### src/rtl/frac_clken_gen.sv
// rtl/frac_clken_gen.sv - multi-channel fractional clock-enable generator
//
// Each channel produces ce at an average rate of num/den of the clkin rate.
// It does this with a modulo-den phase accumulator that steps by num every
// cycle. A channel in toggle mode also drives tgl, a roughly 50% duty square
// wave at half the ce rate.
//
// Ports:
//   clkin    fabric clock; all state changes on its rising edge
//   reset    asynchronous active-high reset
//   wr_en    configuration write strobe, one cycle per write
//   wr_ch    channel being written
//   wr_num   numerator (accumulator step)
//   wr_den   denominator (accumulator modulus)
//   wr_mode  0 = pulse mode, 1 = toggle mode
//   sync     global phase-align pulse
//   ce       per-channel single-cycle enable strobe (registered)
//   tgl      per-channel divided square wave, toggle mode only (registered)
//   locked   channel has strobed since its last configuration or reset
//   cfg_err  one-cycle pulse after a rejected write
module frac_clken_gen #(
  parameter int CHANNELS = 4,
  parameter int ACC_W    = 16,
  parameter int CH_W     = 2
) (
  input  logic                clkin,
  input  logic                reset,
  input  logic                wr_en,
  input  logic [CH_W-1:0]     wr_ch,
  input  logic [ACC_W-1:0]    wr_num,
  input  logic [ACC_W-1:0]    wr_den,
  input  logic                wr_mode,
  input  logic                sync,
  output logic [CHANNELS-1:0] ce,
  output logic [CHANNELS-1:0] tgl,
  output logic [CHANNELS-1:0] locked,
  output logic                cfg_err
);

  // One extra bit makes the range check safe when CHANNELS == 2**CH_W.
  localparam logic [CH_W:0] CH_LIMIT = (CH_W+1)'(CHANNELS);

  // A write is accepted only when it addresses an existing channel and keeps
  // num <= den with den != 0. That guarantees acc < den, so a single
  // subtraction per cycle always brings the accumulator back into range.
  logic wr_ok;
  assign wr_ok = ({1'b0, wr_ch} < CH_LIMIT) &&
                 (wr_den != '0) &&
                 (wr_num <= wr_den);

  always_ff @(posedge clkin or posedge reset) begin
    if (reset) begin
      cfg_err <= 1'b0;
    end else begin
      cfg_err <= wr_en && !wr_ok;
    end
  end

  for (genvar g = 0; g < CHANNELS; g++) begin : g_ch
    logic [ACC_W-1:0] num_r;
    logic [ACC_W-1:0] den_r;
    logic [ACC_W-1:0] acc_r;
    logic             mode_r;
    logic             ce_r;
    logic             tgl_r;
    logic             lock_r;

    logic [ACC_W:0]   sum;
    logic [ACC_W:0]   rem;
    logic [ACC_W-1:0] acc_nxt;
    logic             hit;
    logic             sel;

    // The sum is one bit wider than the accumulator, so acc + num cannot
    // wrap even at num == den == 2**ACC_W - 1.
    assign sum     = {1'b0, acc_r} + {1'b0, num_r};
    assign hit     = (sum >= {1'b0, den_r});
    assign rem     = sum - {1'b0, den_r};
    assign acc_nxt = hit ? rem[ACC_W-1:0] : sum[ACC_W-1:0];

    assign sel = wr_en && wr_ok && (wr_ch == CH_W'(g));

    always_ff @(posedge clkin or posedge reset) begin
      if (reset) begin
        num_r  <= '0;
        den_r  <= ACC_W'(1);
        mode_r <= 1'b0;
        acc_r  <= '0;
        ce_r   <= 1'b0;
        tgl_r  <= 1'b0;
        lock_r <= 1'b0;
      end else if (sel) begin
        // New configuration restarts the channel from phase zero. The first
        // accumulation happens on the following edge.
        num_r  <= wr_num;
        den_r  <= wr_den;
        mode_r <= wr_mode;
        acc_r  <= '0;
        ce_r   <= 1'b0;
        tgl_r  <= 1'b0;
        lock_r <= 1'b0;
      end else if (sync) begin
        // Phase realignment keeps the configuration and the lock status.
        acc_r  <= '0;
        ce_r   <= 1'b0;
        tgl_r  <= 1'b0;
      end else begin
        acc_r  <= acc_nxt;
        ce_r   <= hit;
        // tgl flips on the same edge that raises ce. In pulse mode it is
        // held low.
        tgl_r  <= mode_r & (tgl_r ^ hit);
        lock_r <= lock_r | hit;
      end
    end

    assign ce[g]     = ce_r;
    assign tgl[g]    = tgl_r;
    assign locked[g] = lock_r;
  end

endmodule
### config.mk
export PLATFORM = sky130hd
export DESIGN_NAME = frac_clken_gen
export DESIGN_NICKNAME = d
export VERILOG_FILES = /design/src/rtl/frac_clken_gen.sv
export SDC_FILE = /design/constraint.sdc
export NUM_CORES = 1
export LEC_CHECK = 0
export BUFFER_PORTS_ARGS = -buffer_cell sky130_fd_sc_hd__buf_4
export CAP_MARGIN = 20
export CORE_MARGIN = 3
export CORE_UTILIZATION = 30
export CTS_CLUSTER_DIAMETER = 30
export DETAILED_ROUTE_END_ITERATION = 16
export GPL_TIMING_DRIVEN = 0
export PLACE_DENSITY_LB_ADDON = 0.25
export SLEW_MARGIN = 15
export SYNTH_ARGS = -nofsm -noshare
export SYNTH_HDL_FRONTEND = slang
export SYNTH_SLANG_ARGS = --single-unit
### constraint.sdc
create_clock -name clkin -period 6.88 [get_ports clkin]
set_input_delay 0.688 -clock clkin [delete_from_list [all_inputs] [get_ports clkin]]
set_output_delay 0.688 -clock clkin [all_outputs]
set_load 0.05 [all_outputs]
==> results_dict.tcl <==
set metrics [dict create \
    fmax_mhz 205.8 \
    syn_nets 1719 \
    worst_pin_slew_ps 822.6 \
    drive_gt1_share_pct 17.03 \
    clock_skew_ps 22.62 \
    setup_viol 0 \
    timing.rr.start "g_ch[1].num_r[0]$_DFFE_PP0P_" \
    synth.distinct_cells 87 \
    core-area_um2 47050 \
    drc 0 \
    wl_per_cell_um 18.45 \
    die_area_um2 50900 \
    status "finished clean" \
    grt_pass1_wl_mm 66.27 \
    die_w_um 225.6 \
    clkTransAtPathRegs_ps 40 \
    max_slew_margin_pct 44.46 \
    drt_iter0_markers 775 \
    root_buffer "clkbuf_16" \
    grt_usage_pct 16.81 \
    start_kind "register" \
    grt_max_degree 98 \
    whs_ps 107.8 \
    worst_setup_path_end_kind "register" \
    place.port_buffers 51 \
    fillers 4671 \
    cp_max_fo 10 \
    final_cell_mix "dfrtp_1 (205), ha_1 (144), nor2_1 (131), inv_1 (123), o21ai_0 (115)" \
    cts_tree "built" \
    maxCapViolCount 0 \
    drtAntennaViolNets 0 \
    hp-class "in -> async" \
    r2r_slack_ps 2020 \
    critPathCapture "g_ch[1].acc_r[10]$_DFF_PP0_" \
    postCtsSetupRepairBufs 0 \
    place_congestion 0.8928 \
    syn_to_final_growth_pct 22.86 \
    vias_per_cell 5.034 \
    drv_slew 0 \
    syn_inst 1528 \
    cts_sinks 209 \
    ys_seq_elements 209 \
    rsz0062_at_grt "no" \
    io_pins 52 \
    drt_pre_antenna_iters 5 \
    clockBufferDepth 3 \
    fin_nets 1832 \
    gr-total-overflow 0 \
    drt-total-wl_mm 42.40 \
    crit_arrival_ps 5340 \
    n_antenna_cell 0 \
    cts_resized 0 \
    yosysSeqAreaShare_pct 36.18 \
    critPathLaunch "g_ch[1].num_r[0]$_DFFE_PP0P_" \
    start_util_pct 30.75 \
    final_common_cell "dfrtp_1" \
    grt_pass1_vias 11800 \
    fin_crit_ps 4858 \
    dp_hpwl_mm 30.90 \
    synth_edf_count 0 \
    required_ps 7360 \
    rows 79 \
    vias 11570 \
    syn_area_um2 14470 \
    chipHeight_um 225.6 \
    numCtsBuffers 58 \
    syn_avg_cell_area_um2 9.470 \
    synthArstFlopShare_pct 100.0 \
    hold_viol 0 \
    criticalPathCategory "reg -> reg" \
    finish.utilization_pct 37.79 \
    clock_latency_ps 600 \
    htreeDepth 2 \
    antenna_found_initial 2 \
    postCtsHoldBufs 0 \
    ys_warn_count 0 \
    r2r_end "g_ch[1].acc_r[10]$_DFF_PP0_" \
    ys.flop_type "dfrtp_1" \
    min_period_over_period_pct 70.62 \
    r2r_cells 21 \
]
-- logic make-up after synthesis --
logic type      after synthesis  share of synthesized area (%)
mux                         109                          8.240
flops                       209                          36.18
simple gates                410                          13.90
buf+inv                     176                          5.430
compound gates              383                          17.30
xor+xnor                     89                          5.387
fa+ha+maj                   152                          13.56
-- state kept, by name, indices dropped and copies added (netlist names) --
signal,cells
g_ch.ce_r,4
g_ch.acc_r,64
g_ch.tgl_r,4
g_ch.lock_r,4
g_ch.mode_r,4
g_ch.num_r,64
cfg_err,1
g_ch.den_r,64
-- worst max-delay path, stage by stage, from the launching register on --
cell,delay (ps)
dfrtp_1,380
ha_1,240
inv_1,80
fa_1,200
nor2b_1,70
o31ai_2,330
a21oi_1,180
a2111oi_0,540
o21bai_1,140
a21oi_1,200
xnor2_1,130
ha_1,350
nand4_1,190
nor4_2,370
nor3_1,110
a31oi_1,170
o21ai_1,120
a21bo_4,200
buf_6,150
buf_2,290
mux2i_1,240
nor2_1,60
-- worst min path at each step --
stage / startpoint / to / slack, ps
finish: reset / g_ch[0].tgl_r$_DFF_PP0_ / 110
floorplan: g_ch[3].lock_r$_DFFE_PP0P_ / g_ch[3].lock_r$_DFFE_PP0P_ / 450
global placement: g_ch[3].den_r[4]$_DFFE_PP0P_ / g_ch[3].den_r[4]$_DFFE_PP0P_ / 470
global route: reset / g_ch[3].num_r[3]$_DFFE_PP0P_ / 120
detailed placement: g_ch[3].den_r[7]$_DFFE_PP0P_ / g_ch[3].den_r[7]$_DFFE_PP0P_ / 470
CTS: reset / g_ch[3].acc_r[4]$_DFF_PP0_ / 90
-- layer usage --
layer	track usage, %	up-vias	share of wire (%)
met3	3.172	80	5.4
li1	-	5697	-
met1	22.91	5533	47
met5	0	-	0.014
met2	26.61	255	44
met4	6.253	2	3.0
-- synth_stat cells (7+ instances only) --
library cell	n	area [um^2]
buf_2	19	95.09
buf_4	13	97.59
o31a_1	9	78.83
nor4_1	10	62.56
and3_1	11	68.82
clkbuf_1	13	48.80
nor2b_1	23	143.9
nor3_1	18	90.09
mux2_2	65	732.0
nand3_1	17	85.08
xor2_1	24	210.2
o21a_1	30	225.2
a31oi_1	9	56.30
a21oi_1	72	360.4
fa_1	8	160.2
buf_6	7	78.83
nand2_1	114	427.9
ha_1	144	1802
a211oi_1	22	165.2
nor2_1	131	491.7
or3_1	17	106.4
dfrtp_1	205	5130
mux2i_1	40	400.4
xnor2_1	65	569.3
and2_1	7	43.79
inv_1	124	465.5
a22o_1	10	87.58
o21ai_0	115	575.6
a21o_1	36	270.3
nand4_1	19	118.9
-- metrics by stage --
stage / worst slack [ps] / std cells / instance area [um^2] / TNS (ps)
2_1_floorplan: 489.4 / 1528 / 14470 / 0
3_3_place_gp: -2138 / 2186 / 15610 / -433190
3_5_place_dp: 2036 / 2188 / 15680 / 0
4_1_cts: 2001 / 2298 / 17780 / 0
5_1_grt: 1416 / 2298 / 17780 / 0
6_report: 2022 / 2298 / 17780 / 0
-- cell type report --
cell class | count | area, um^2 | area share [%]
clock buffers | 78 | 1607 | 9.037
clock inverters | 32 | 496.7 | 2.794
inverters | 124 | 473.0 | 2.660
repair buffers | 53 | 437.9 | 2.463
multi-input cells | 1143 | 8449 | 47.53
well taps | 607 | 759.5 | 4.272
plain buffers | 52 | 320.3 | 1.802
flip-flops and latches | 209 | 5235 | 29.45
Power is left out: the tool's default activity adds up to more than one toggle a clock period on the data nets, which glitch-free logic cannot reach.
